`src/rtl/cpu_controller.sv`:
```
// Instruction register, decoder and sequencing FSM for the 16-bit CPU.
// Drives every datapath control one state per cycle; control outputs are registered Moore outputs.
module cpu_controller #(
  parameter logic [15:0] IR_RESET = 16'h0000
) (
  input  logic        clk,
  input  logic        reset_n,
  input  logic [15:0] in,
  input  logic        load,
  input  logic        s,
  output logic        w,
  output logic [2:0]  readnum,
  output logic [2:0]  writenum,
  output logic [1:0]  vsel,
  output logic        loada,
  output logic        loadb,
  output logic        asel,
  output logic        bsel,
  output logic        loadc,
  output logic        loads,
  output logic        write,
  output logic [1:0]  shift,
  output logic [1:0]  ALUop,
  output logic [15:0] sximm5,
  output logic [15:0] sximm8
);

  typedef enum logic [2:0] {
    S_WAIT, S_DECODE, S_WRITE_IMM, S_GET_A, S_GET_B, S_EXEC, S_WRITE_REG
  } state_t;

  typedef enum logic [2:0] {
    I_MOV_IMM, I_MOV_REG, I_MVN, I_ADD, I_CMP, I_AND, I_BAD
  } instr_t;

  typedef struct packed {
    logic       w;
    logic [2:0] readnum;
    logic [2:0] writenum;
    logic [1:0] vsel;
    logic       loada;
    logic       loadb;
    logic       asel;
    logic       bsel;
    logic       loadc;
    logic       loads;
    logic       write;
  } ctrl_t;

  function automatic instr_t classify(input logic [15:0] word);
    case (word[15:11])
      5'b110_10: return I_MOV_IMM;
      5'b110_00: return I_MOV_REG;
      5'b101_11: return I_MVN;
      5'b101_00: return I_ADD;
      5'b101_01: return I_CMP;
      5'b101_10: return I_AND;
      default:   return I_BAD;
    endcase
  endfunction

  function automatic state_t next_of(input state_t st, input instr_t ins, input logic start);
    case (st)
      S_WAIT:      return start ? S_DECODE : S_WAIT;
      S_DECODE: begin
        case (ins)
          I_MOV_IMM:             return S_WRITE_IMM;
          I_MOV_REG, I_MVN:      return S_GET_B;
          I_ADD, I_CMP, I_AND:   return S_GET_A;
          default:               return S_WAIT;
        endcase
      end
      S_GET_A:     return S_GET_B;
      S_GET_B:     return S_EXEC;
      S_EXEC:      return (ins == I_CMP) ? S_WAIT : S_WRITE_REG;
      default:     return S_WAIT;
    endcase
  endfunction

  // Control word presented while sitting in state st with instruction word loaded.
  function automatic ctrl_t ctrl_of(input state_t st, input logic [15:0] word);
    ctrl_t  c;
    instr_t ins;
    c   = '0;
    ins = classify(word);
    case (st)
      S_WAIT:      c.w = 1'b1;
      S_WRITE_IMM: begin
        c.writenum = word[10:8];
        c.vsel     = 2'b10;
        c.write    = 1'b1;
      end
      S_GET_A: begin
        c.readnum = word[10:8];
        c.loada   = 1'b1;
      end
      S_GET_B: begin
        c.readnum = word[2:0];
        c.loadb   = 1'b1;
      end
      S_EXEC: begin
        c.asel = (ins == I_MOV_REG) || (ins == I_MVN);
        if (ins == I_CMP) c.loads = 1'b1;
        else              c.loadc = 1'b1;
      end
      S_WRITE_REG: begin
        c.writenum = word[7:5];
        c.vsel     = 2'b00;
        c.write    = 1'b1;
      end
      default: c = '0;
    endcase
    return c;
  endfunction

  state_t      state, state_next;
  logic [15:0] ir, ir_next;
  ctrl_t       ctrl;
  instr_t      ins;

  assign ins = classify(ir);

  // NOTE: every variable assigned in always_comb gets a value on every path (defaults first), otherwise a latch is inferred.
  always_comb begin
    ir_next    = ir;
    state_next = next_of(state, ins, s);
    if (state == S_WAIT && load) ir_next = in;
  end

  // NOTE: IR is reset explicitly because its value after reset is architecturally visible through the decode outputs.
  // NOTE: sequential state uses non-blocking assignments so every register samples pre-edge values.
  always_ff @(posedge clk or negedge reset_n) begin
    if (!reset_n) begin
      state <= S_WAIT;
      ir    <= IR_RESET;
      ctrl  <= ctrl_of(S_WAIT, IR_RESET);
    end else begin
      state <= state_next;
      ir    <= ir_next;
      ctrl  <= ctrl_of(state_next, ir_next);
    end
  end

  assign w        = ctrl.w;
  assign readnum  = ctrl.readnum;
  assign writenum = ctrl.writenum;
  assign vsel     = ctrl.vsel;
  assign loada    = ctrl.loada;
  assign loadb    = ctrl.loadb;
  assign asel     = ctrl.asel;
  assign bsel     = ctrl.bsel;
  assign loadc    = ctrl.loadc;
  assign loads    = ctrl.loads;
  assign write    = ctrl.write;

  assign sximm8 = {{8{ir[7]}}, ir[7:0]};
  assign sximm5 = {{11{ir[4]}}, ir[4:0]};
  assign shift  = (ins == I_MOV_IMM) ? 2'b00 : ir[4:3];
  assign ALUop  = (ins == I_MOV_REG) ? 2'b00 : ir[12:11];

endmodule
```
`config.mk`:
```
export PLATFORM = sky130hd
export DESIGN_NAME = cpu_controller
export DESIGN_NICKNAME = d
export VERILOG_FILES = /design/src/rtl/cpu_controller.sv
export SDC_FILE = /design/constraint.sdc
export NUM_CORES = 1
export LEC_CHECK = 0
export ABC_AREA = 1
export BUFFER_PORTS_ARGS = -buffer_cell sky130_fd_sc_hd__buf_2
export CORE_ASPECT_RATIO = 1.1
export CORE_MARGIN = 1
export CORE_UTILIZATION = 48
export DETAILED_ROUTE_END_ITERATION = 12
export HOLD_SLACK_MARGIN = 0.08
export PLACE_DENSITY = 0.77
export REMOVE_ABC_BUFFERS = 1
export SYNTH_ARGS = -nofsm -noshare
export SYNTH_HDL_FRONTEND = slang
export SYNTH_SLANG_ARGS = --single-unit
```
`constraint.sdc`:
```
create_clock -name clk -period 1.94 [get_ports clk]
set_clock_uncertainty 0.15 [all_clocks]
set_input_delay 0.388 -clock clk [delete_from_list [all_inputs] [get_ports clk]]
set_output_delay 0.388 -clock clk [all_outputs]
set_load 0.005 [all_outputs]
```
Word level (Yosys, flattened, before mapping)

Cells that the tools add are included.

Bits in registers: 34
Bits of input ports: 20
Output and inout bits: 52

Reduce and logical (&&, ||, !) cells: 8
Muxes and demuxes: 19
Equality and inequality tests: 29

Operator list:

| operator             | count |
|---|---|
| $eq A5 B5 Y1 const B | 12 |
| $pmux W3 S6          | 2 |
| $eq A3 B3 Y1 const B | 8 |
| $eq A3 B2 Y1 const B | 6 |
| $mux W16             | 1 |
| $pmux W3 S5          | 1 |
| $pmux W5 S2          | 1 |
| $eq A3 B1 Y1 const B | 3 |
| $logic_not A3 Y1     | 3 |
| $pmux W3 S3          | 1 |
| $mux W1              | 8 |
| $mux W2              | 3 |
| $pmux W3 S2          | 1 |
| $reduce_or A2 Y1     | 2 |
| $mux W3              | 1 |
| $reduce_or A3 Y1     | 1 |
| $logic_and A1 B1 Y1  | 1 |
| $logic_or A1 B1 Y1   | 1 |

Depth between registers and ports, before layout

Word-level depth: 9
Gate-level depth with buffers: 9
Gate-level depth less buffers: 9

Least setup slack after synthesis

Ideal clock, no wire load.

Path type: register to register
Start point: reg state[1]
End point: reg ctrl, in the netlist readnum[1]
Data required time: 1.674 ns
Arrival: 1.174 ns
Library setup time: 0.116 ns
Stages on the path, launching flop included: 7
Clock period less this slack: 1.441 ns
Setup slack: 0.499 ns
Cells stage by stage: dfrtp_1 nor2_4 nand2_4 buf_6 mux2_4 nand2_1 nand2_1

Longest elaborated chain between the ends: 4
Elaborated cells between the ends (all ways): 11
Those cells by class: eq/ne: 6; mux: 3; reduce/logical: 2

RTL lines:

| item                   | RTL line | RTL |
|---|---|---|
| from (decl)            | 116      | `state_t state, state_next;` |
| from (signal assigned) | 138      | `state <= state_next;` |
| $logic_not A3 Y1       | 127      | `if (state == S_WAIT && load) ir_next = in;` |
| $logic_and A1 B1 Y1    | 127      |  |
| $mux W16               | 127      |  |
| via ir_next[1]         | 117      | `logic [15:0] ir, ir_next;` |
| $pmux W3 S2            | 86       | `case (st)` |
| to (signal assigned)   | 136      | `ctrl <= ctrl_of(S_WAIT, IR_RESET);` |
| to (signal assigned)   | 140      | `ctrl <= ctrl_of(state_next, ir_next);` |
| to (decl)              | 118      | `ctrl_t ctrl;` |

The timed path passes the listed nets, and every way through them passes these cells.
A chain may end at the register's enable or synchronous reset.

Worst setup path after layout

Start point: reg ir[13]
End point: out shift[1]

Longest elaborated chain between the ends: 4
Elaborated cells between the ends (all ways): 9
Those cells by class: eq/ne: 6; mux: 2; reduce/logical: 1

RTL lines:

| item                   | RTL line | RTL |
|---|---|---|
| from (decl)            | 117      |  |
| from (signal assigned) | 139      | `ir <= ir_next;` |
| $eq A5 B5 Y1           | 51       | `case (word[15:11])` |
| $pmux W3 S6 *          | 51       |  |
| $logic_not A3 Y1 *     | 158      | `assign shift = (ins == I_MOV_IMM) ? 2'b00 : ir[4:3];` |
| $mux W2 *              | 158      |  |
| to (decl)              | 22       | `output logic [1:0] shift,` |

Mark *: on every way between the ends. The rest lies on a longest branch, timed or not.

==> results_dict.tcl <==
set metrics [dict create \
    setup_viol 0 \
    crit_required_ns 1.40 \
    synth-seq-cells 33 \
    grt.overflow.total 0 \
    post-dp-hpwl_um 2440 \
    path_clk_slew_ns 0.09 \
    cts_made_buffers 5 \
    dr_total_vias 1312 \
    synth_common_cells "nand2_1, buf_4, dfrtp_1, inv_1" \
    grt_max_degree 20 \
    ys.flop_type "dfrtp_1" \
    post_cts_buffers 0 \
    io_buffers 69 \
    syn_inst 200 \
    clockBufferDepth 2 \
    syn_area_mm2 0.00175 \
    die-area_mm2 0.00389 \
    synth.avg_cell_area_um2 8.74 \
    h-tree-depth 2 \
    ys_warn_count 0 \
    worstPathMaxFanout 3 \
    fin_crit_ns 1.79 \
    synth_top_area_share_pct 45.8 \
    synth_cell_type_count 27 \
    drt-total-wl_um 3130 \
    drt_pass1_iterations 4 \
    cp_slowest_stage_delay_ns 0.41 \
    maxCapViolations 0 \
    cp_data_arrival_time_ns 1.26 \
    final-max-slew-violation-count 0 \
    drive_above_1_share_pct 41.7 \
    finalCritPeriodShare_pct 92.5 \
    finalHoldViolCount 0 \
    cts_sinks 33 \
    grt_pass1_wl_um 5060 \
    synth-edff-count 0 \
    antenna_found_initial 0 \
    critPathCaptureType "output pin" \
    hold_class "primary input to flip-flop" \
    num_rows 22 \
    worstPathCellList "nor2_2 > nand4_1 > nand2_1 > inv_1 > buf_2" \
    initial_utilization_pct 51.2 \
    drc 0 \
    area_growth_pct 11.3 \
    holdWs_ns 0.148 \
    drt_iter0_markers 18 \
    synth_area_leaders "dfrtp_1, buf_4, nand2_1, inv_1, nand3_1" \
    synth.most_common_cell "nand2_1" \
    synth_seq_area_share_pct 47.3 \
    nets 263 \
    n_antenna_cell 0 \
    ant_nets 0 \
    status "complete, no violations" \
    yosysTopAreaCell "dfrtp_1" \
    synthArstFlopShare_pct 100 \
    wl_per_cell_um 10.8 \
    core-area_mm2 0.00341 \
    start_kind "flip-flop" \
    grtUsageTotal_pct 17.6 \
    clk_latency_ns 0.32 \
    finalPower_w 0.00307 \
    utilization_pct 57.0 \
    root_buffer "clkbuf_4" \
    die_w_um 59.5 \
    ir_drop_mv 0.803 \
    path_class "flip-flop to output pin" \
    slowest_stage "dfrtp_1" \
    clock.fmax_ghz 0.557 \
    pin_count 72 \
    place_congestion 0.831 \
    p_leak_nw 1.18 \
    grt_pass1_vias 1198 \
    cts_tree "yes" \
    via_per_inst 4.52 \
    fp.dieH_um 65.3 \
    powerDensity_mw_per_mm2 1580 \
]
-- per-stage QoR --
| stage | cell area (um2) | instances | setup TNS (ns) | worst slack [ns] |
|---|---|---|---|---|
| 6_report | 1950 | 290 | 0 | 0.145 |
| 5_1_grt | 1950 | 290 | -0.000887 | -0.000887 |
| 4_1_cts | 1940 | 290 | 0 | 0.0940 |
| 3_5_place_dp | 1890 | 283 | 0 | 0.224 |
| 3_3_place_gp | 1890 | 283 | 0 | 0.283 |
| 2_1_floorplan | 1460 | 162 | 0 | 0.379 |
-- final timing paths --
check	start	endpoint	slack (ns)	cells past startpoint
min in group asynchronous	reset_n	loada$_DFF_PN0_	0.37	2
max in group asynchronous	reset_n	w$_DFF_PN1_	0.72	3
min reg2reg	ir[10]$_DFF_PN0_	ir[10]$_DFF_PN0_	0.36	2
min	in[4]	ir[4]$_DFFE_PN0P_	0.15	2
max reg2reg	state[2]$_DFF_PN0_	loadc$_DFF_PN0_	0.25	8
max	ir[13]$_DFF_PN0_	shift[1]	0.15	5
-- cells by family after synthesis --
group                  Yosys count  synth area share [%]
AOI/OAI and AO/OA                7                  2.79
buffers and inverters           62                  21.9
DFF                             33                  47.3
muxes                            5                  3.65
other                            1                 0.215
and+or+nand+nor                 92                  24.1
-- routing by layer --
metal | global-route usage, % | part of all wire [%] | vias to the layer above
met3 | 6.30 | 10 | 3
met2 | 32.0 | 49 | 66
met1 | 18.7 | 40 | 587
met5 | 0 | 0 | -
li1 | - | - | 656
met4 | 5.23 | 0.96 | 0
-- layout make-up --
type	count	area [um2]
multi-input combinational	106	544
inverter	23	86.3
fill	338	1470
tap	48	60.1
timing repair buffer	74	385
sequential	33	827
clock buffer	5	37.5
clock inverter	1	5.00
-- what timing repair did --
action,in CTS,in global routing
setup endpoints to repair,0,1
hold buffers,1,0
hold endpoints to repair,17,0
resized for setup,0,1
-- report_power, final --
group	internal [W]	total, W	switching [W]
clock	0.000125	0.000328	0.000202
combinational	0.000677	0.00158	0.000899
sequential	0.000969	0.00117	0.000197
-- registers in the layout (all words and copies together) (netlist names) --
signal    cells
asel          1
loadc         1
loads         1
vsel          1
ir           16
state         3
write         1
loada         1
readnum       3
w             1
writenum      3
loadb         1
-- cells in the final DEF, fill, tap and decap left out, drive strengths merged --
| cell type | n |
|---|---|
| nor2 | 16 |
| o21ai | 2 |
| mux2 | 5 |
| clkbuf | 5 |
| dfstp | 1 |
| dfrtp | 32 |
| or2 | 1 |
| buf | 73 |
| a21boi | 1 |
| conb | 2 |
| inv | 23 |
| nand2 | 55 |
| dlygate4sd3 | 1 |
| nand3b | 1 |
| nor3 | 2 |
| nand3 | 16 |
| clkinv | 1 |
| nand4 | 1 |
| a21oi | 4 |
-- critical path: cells and delay by family, from the launching register on --
kind	cells	cell delay [ns]
buffers and inverters	2	0.15
AND/OR/NAND/NOR	3	0.36
flip-flops	1	0.41
Note: power is estimated with default switching activity, not from simulation.
